### src/rtl/aes_pkg.sv
// Shared GF(2^8) helpers, column type, coefficients and FSM states
// for the iterative MixColumns engine.
package aes_pkg;

  typedef logic [0:3][7:0] col_t;

  typedef enum logic [1:0] {
    IDLE,
    BUSY,
    DONE
  } state_t;

  // Row 0 of each circulant matrix; row r is this rotated right by r.
  localparam col_t FWD_COEF = 32'h02030101;
  localparam col_t INV_COEF = 32'h0e0b0d09;

  function automatic logic [7:0] xtime(input logic [7:0] a);
    return {a[6:0], 1'b0} ^ (a[7] ? 8'h1b : 8'h00);
  endfunction

  function automatic logic [7:0] gf_mul(
    input logic [7:0] a,
    input logic [7:0] b
  );
    logic [7:0] p;
    logic [7:0] x;
    logic [7:0] m;
    p = '0;
    x = a;
    m = b;
    for (int i = 0; i < 8; i++) begin
      if (m[0]) p = p ^ x;
      x = xtime(x);
      m = m >> 1;
    end
    return p;
  endfunction

endpackage

### src/rtl/mix_column.sv
// Combinational forward/inverse MixColumns on one 32-bit column.
// Both transforms are built from constant xtime chains and muxed.
module mix_column
  import aes_pkg::*;
(
  input  col_t column,
  input  logic inv,
  output col_t mixed
);

  col_t fwd_col;
  col_t inv_col;

  always_comb begin
    fwd_col = '0;
    inv_col = '0;
    for (int r = 0; r < 4; r++) begin
      for (int j = 0; j < 4; j++) begin
        fwd_col[r] = fwd_col[r]
                   ^ gf_mul(column[j], FWD_COEF[2'(j - r)]);
        inv_col[r] = inv_col[r]
                   ^ gf_mul(column[j], INV_COEF[2'(j - r)]);
      end
    end
    mixed = inv ? inv_col : fwd_col;
  end

endmodule

### src/rtl/mix_columns_engine.sv
// Iterative MixColumns engine: transforms COLS_PER_CYCLE columns per
// cycle in place, valid/ready on both sides, one mode bit per block.
module mix_columns_engine
  import aes_pkg::*;
#(
  parameter int NB             = 4,
  parameter int COLS_PER_CYCLE = 1
) (
  input  logic             clk,
  input  logic             reset,
  input  logic             in_valid,
  output logic             in_ready,
  input  logic             in_inv,
  input  logic [0:32*NB-1] in_data,
  output logic             out_valid,
  input  logic             out_ready,
  output logic [0:32*NB-1] out_data,
  output logic             busy
);

  localparam int NG  = NB / COLS_PER_CYCLE;
  localparam int CW  = (NG > 1) ? $clog2(NG) : 1;
  localparam int CIW = $clog2(NB);
  localparam logic [CW-1:0] LAST = CW'(NG - 1);

  if ((NB < 4) || (NB > 8) ||
      (COLS_PER_CYCLE < 1) ||
      ((NB % COLS_PER_CYCLE) != 0)) begin : g_bad_param
    $error("mix_columns_engine: illegal NB/COLS_PER_CYCLE");
  end

  state_t               state;
  logic [CW-1:0]        cnt;
  logic                 mode;
  logic [0:NB-1][31:0]  work;

  logic [CIW-1:0] col_idx [COLS_PER_CYCLE];
  col_t           col_in  [COLS_PER_CYCLE];
  col_t           col_out [COLS_PER_CYCLE];

  for (genvar i = 0; i < COLS_PER_CYCLE; i++) begin : g_col
    assign col_idx[i] = CIW'(int'(cnt) * COLS_PER_CYCLE + i);
    assign col_in[i]  = work[col_idx[i]];

    mix_column u_mix (
      .column (col_in[i]),
      .inv    (mode),
      .mixed  (col_out[i])
    );
  end

  // DONE hands ready straight through so a waiting block
  // can be taken on the same edge the result leaves.
  assign in_ready = !reset &&
                    ((state == IDLE) ||
                     ((state == DONE) && out_ready));

  assign out_data = work;

  always_ff @(posedge clk or posedge reset) begin
    if (reset) begin
      state     <= IDLE;
      cnt       <= '0;
      mode      <= 1'b0;
      work      <= '0;
      out_valid <= 1'b0;
      busy      <= 1'b0;
    end else begin
      unique case (state)
        IDLE, DONE: begin
          if ((state == DONE) && out_ready) begin
            out_valid <= 1'b0;
            state     <= IDLE;
          end
          if (in_valid && in_ready) begin
            work      <= in_data;
            mode      <= in_inv;
            cnt       <= '0;
            busy      <= 1'b1;
            out_valid <= 1'b0;
            state     <= BUSY;
          end
        end
        BUSY: begin
          for (int i = 0; i < COLS_PER_CYCLE; i++) begin
            work[col_idx[i]] <= col_out[i];
          end
          if (cnt == LAST) begin
            cnt       <= '0;
            busy      <= 1'b0;
            out_valid <= 1'b1;
            state     <= DONE;
          end else begin
            cnt <= cnt + CW'(1);
          end
        end
        default: state <= IDLE;
      endcase
    end
  end

endmodule

### config.mk
export PLATFORM = sky130hd
export DESIGN_NAME = mix_columns_engine
export DESIGN_NICKNAME = d
export VERILOG_FILES = /design/src/rtl/aes_pkg.sv /design/src/rtl/mix_column.sv /design/src/rtl/mix_columns_engine.sv
export SDC_FILE = /design/constraint.sdc
export NUM_CORES = 1
export LEC_CHECK = 0
export ABC_CLOCK_PERIOD_IN_PS = 6750
export CAP_MARGIN = 25
export CORE_AREA = 2 2 142 144
export DETAILED_ROUTE_END_ITERATION = 10
export DIE_AREA = 0 0 144 146
export HOLD_SLACK_MARGIN = 0.08
export PLACE_DENSITY_LB_ADDON = 0.08
export SLEW_MARGIN = 0
export SYNTH_ARGS = -nofsm -noshare
export SYNTH_HDL_FRONTEND = slang
export SYNTH_SLANG_ARGS = --single-unit
### constraint.sdc
create_clock -name clk -period 6.75 [get_ports clk]
set_input_delay 1.0125 -clock clk [delete_from_list [all_inputs] [get_ports clk]]
set_output_delay 1.0125 -clock clk [all_outputs]
set_load 0.02 [all_outputs]
* Word-level counts from Yosys, hierarchy flattened *
Index checks and enable logic that the tools add are counted.

storage, ports and cells
  register bits = 135
  input port bits = 133

cells by class
  add/sub/neg operators = 1
  $lt $le $gt $ge = 2
  equality and inequality tests = 6
  multiplexer cells = 35
  bitwise logic cells = 37
  reduce and logical (&&, ||, !) cells = 14

operator list
  cell                 count
  $xor 8x8->8          34
  $pmux 128 s2         1
  $bwmux 128           1
  $mux 128             1
  $mux 32              4
  $bmux 32 s2          1
  $demux 32 s2         1
  $mux 5               12
  $xor 8x5->8          2
  $mux 2               5
  $pmux 2 s2           2
  $reduce_and 2->1     3
  $reduce_and 3->1     2
  $mux 1               5
  $eq 2x2->1 const B   2
  $logic_and 1x1->1    4
  $ne 2x2->1 const B   2
  $pmux 1 s2           2
  $ge 3x3->1 const B   1
  $lt 3x1->1 const B   1
  $ne 3x3->1 const B   1
  $not 2->3            1
  $add 2x1->2 const B  1
  $eq 2x1->1 const B   1
  5 further kinds      5

* Longest topological paths before layout *
  depth after elaboration = 15
  mapped depth = 10
  gate-level depth less buffers = 6

* Cells and area by module *
A second synthesis with hierarchy kept.

second synthesis, totals
  cells, all modules = 961
  area total of the unflattened synthesis = 10511.3 um^2

by module, submodules not included
  module              times used  cells an instance  area an instance (um^2)  sequential area each (um^2)
  mix_columns_engine  1           761                8483.1                   3378.2
  mix_column          1           200                2028.2                   0.0

* Worst setup path after synthesis *
OpenSTA, ideal clock, no wires.

  kind = input to register
  from = input out_ready
  to = register work, in the netlist out_data[70]
  data arrival time = 2.747 ns
  path slack = 3.869 ns
  cell stages on the path = 8
  cells stage by stage = nor2b_1 -> nor3_1 -> and2_0 -> clkbuf_1 -> clkbuf_1 -> nor2_1 -> a22oi_1 -> o21ai_0

on the way
  longest elaborated chain between the ends = 6

ends and longest elaborated chain
  element                            RTL line                  source
  from (decl)                        mix_columns_engine.sv:16  input logic out_ready,
  $logic_and 1x1->1                  mix_columns_engine.sv:56  ((state == DONE) && out_ready));
  $logic_or 1x1->1                   mix_columns_engine.sv:55  ((state == IDLE) ||
  $logic_and 1x1->1                  mix_columns_engine.sv:54  assign in_ready = !reset &&
  via in_ready                       mix_columns_engine.sv:12  output logic in_ready,
  $logic_and 1x1->1                  mix_columns_engine.sv:75  if (in_valid && in_ready) begin
  $ne 2x2->1 (no source line)        -
  $reduce_and 2->1 (no source line)  -
  to (signal assigned)               mix_columns_engine.sv:76  work <= in_data;
  to (signal, indexed assignment)    mix_columns_engine.sv:86  work[col_idx[i]] <= col_out[i];
  to (decl)                          mix_columns_engine.sv:35  logic [0:NB-1][31:0] work;

The timed path passes the listed nets, and every way through them passes these cells.
A chain may end at the register's enable or synchronous reset.

* Worst setup path in the final report *
  from = input reset
  to = output in_ready

on the way
  longest elaborated chain between the ends = 2

ends and longest elaborated chain
  element                           RTL line                  source
  from (decl)                       mix_columns_engine.sv:10  input logic reset,
  $logic_not 1->1 (no source line)  -
  $logic_and 1x1->1                 mix_columns_engine.sv:54
  to (decl)                         mix_columns_engine.sv:12

Every way passes these cells.

==> flow_metrics.tcl <==
set metrics [dict create \
    grt_usage_pct 29.0 \
    cts_made_buffers 17 \
    hp-class "flip-flop to flip-flop" \
    first_pass_iters 5 \
    dp_hpwl_mm 20.4 \
    drive_above_1_share_pct 8.77 \
    rsz0062_at_grt "no" \
    die_w_um 144 \
    ys_ff_latch 135 \
    drt_iter0_drc 501 \
    gr-total-overflow 0 \
    syn_nets 957 \
    crit_fanout 3 \
    netlist-cell-type-count 42 \
    cp.required_ns 5.74 \
    area_delta_synth_final_pct 39.4 \
    grt_pass1_wl_mm 46.2 \
    place.gp.congestion 0.830 \
    holdPathStages 1 \
    cp_num_buf_inv 2 \
    yosys.area.top_type_share_pct 39.4 \
    post-route-drc-count 0 \
    fin_tns_setup_ns 0 \
    r2r_cells 7 \
    seq_area_frac_synth_pct 39.4 \
    clock_path_buffers 2 \
    finalHoldViolCount 0 \
    die_height_um 146 \
    routedWlPerCell_um 22.7 \
    max_stage_delay_ns 0.69 \
    slowest_stage "clkdlybuf4s50_1" \
    root_buffer "clkbuf_16" \
    cpMostUsedCell "clkdlybuf4s50_1" \
    holdPathEnd "busy$_DFFE_PP0P_" \
    maxCapViolations 0 \
    tightestPinTransition_ns 1.00 \
    final_common_cell "clkdlybuf4s50_1" \
    start_util_pct 44.4 \
    worstSetupPathType "input port to primary output" \
    fmax_mhz 279 \
    cts_tree "built" \
    netlist_area_um2 8580 \
    clk_pin_slew_ns 0.07 \
    die_area_um2 21000 \
    ios 264 \
    post_cts_buffers 0 \
    worstPathArrival_ns 2.57 \
    setup.worst_path.end_class "primary output" \
    htree_levels 4 \
    period_share_pct 53.0 \
    netlist_instances 820 \
    io_buffers 263 \
    avgSynthCellArea_um2 10.5 \
    worst_r2r_endpoint "out_data[14]$_DFFE_PP0P_" \
    critPathLaunchType "input port" \
    core_um2 19300 \
    synthTopCellsByArea "dfrtp_1 (39%), mux4_2 (7.1%), xnor2_1 (6.6%)" \
    antenna_left 0 \
    min-delay-start "busy$_DFFE_PP0P_" \
    slew_headroom_pct 33.0 \
    hold_buffers 0 \
    rows 51 \
    r2r_start "cnt[0]$_DFFE_PP0P_" \
    cts-resized-gates 0 \
    cts_num_sinks 135 \
    vias 7630 \
    nets 1184 \
    antenna_cells 0 \
    fin_crit_ns 3.58 \
    yosys.area.top_type "dfrtp_1" \
    yosysWarningCount 0 \
    crit_chain "clkdlybuf4s50_1 -> nor3_1 -> clkdlybuf4s50_1" \
    insertion_delay_ns 0.43 \
    outcome "finished, final reports clean" \
    via_per_inst 5.76 \
    grt_pass1_vias 7737 \
    slew_viol_final 0 \
    layout_common_cells "clkdlybuf4s50_1 (263), dfrtp_1 (133), nand2_1 (123)" \
    r2r_setup_slack_ns 3.20 \
    antenna_found_initial 0 \
    finClkSkew_ns 0.0140 \
    setup_viol 0 \
    totalWireLength_mm 30.0 \
    grt_max_degree 74 \
    path_delay_family "buffers and inverters" \
]
[cell type report]
type | instances | area (um2)
multi-input cells | 613 | 4870
clock inverters | 13 | 169
repair buffers | 276 | 2750
fillers | 1635 | 7370
clock buffers | 19 | 443
flip-flops and latches | 135 | 3380
well taps | 265 | 332
inverters | 4 | 20.0
[how the worst max path moves through the flow]
stage	endpoint	start	depth (start not counted)	slack, ns
3_3_place_gp	out_data[59]$_DFFE_PP0P_	reset	7	2.95
5_1_grt	out_data[14]$_DFFE_PP0P_	cnt[0]$_DFFE_PP0P_	7	2.88
2_1_floorplan	busy$_DFFE_PP0P_	reset	1	2.13
4_1_cts	out_data[116]$_DFFE_PP0P_	cnt[0]$_DFFE_PP0P_	7	3.15
6_report	in_ready	reset	3	3.17
3_5_place_dp	out_data[90]$_DFFE_PP0P_	reset	7	2.90
[worst register-to-register path: stages (launching register included)]
cell	delay, ns
dfrtp_2	0.81
buf_4	0.43
mux4_1	0.79
xor3_1	0.49
xor2_1	0.18
xnor2_1	0.51
nor2_1	0.07
o21ai_0	0.18
[Yosys cell counts (all sizes together)]
master  number
xor3         7
nor2        18
o21a         1
xnor2       74
o31ai        2
a21o         3
nand3        5
a22oi       62
clkbuf      48
and2         5
xnor3       24
or2          1
nand2      124
a21oi       66
nor3         1
mux2i        7
a31o         1
a211oi       6
nor2b        3
inv          4
ha           4
and3        49
buf         20
xor2        30
mux2         1
o21ai       79
dfrtp      135
o22ai        5
a31oi        1
nand2b       2
mux4        32
[metal layers]
metal / part of all wire [%] / GRT usage [%]
met5: 0 / 0
met1: 43 / 41.4
met3: 8.0 / 5.63
met2: 47 / 45.6
met4: 1.7 / 7.75
[per-stage QoR]
step	util (%)	setup WS (ns)	area, um2	hold slack, ns	std cells
after CTS	61.9	3.15	12000	0.517	1325
after floorplan	-	2.13	8580	0.552	820
after detailed placement	58.7	2.90	11400	0.497	1293
final	61.9	3.17	12000	0.517	1325
after global routing	61.9	2.88	12000	0.547	1325
after global placement	58.6	2.95	11300	0.488	1292
[registers in the layout, indices dropped and copies added, names as in the netlist]
signal,count
busy,1
cnt,2
mode,1
out_data,128
out_valid,1
state,2
[cells by family (layout without fill, tap and decap cells)]
kind of cell | after synthesis | after routing | synth area share [%]
adder cells (fa/ha/maj) | 4 | 4 | 0.583
buffers and inverters | 72 | 312 | 4.10
XOR/XNOR | 135 | 135 | 19.9
AO/OA/AOI/OAI | 226 | 226 | 15.5
flip-flops | 135 | 135 | 39.4
AND/OR/NAND/NOR | 208 | 208 | 10.9
multiplexers | 40 | 40 | 9.56
Power is not shown: default switching activity piles up to over one toggle a cycle in this logic, so the estimate is an artifact.
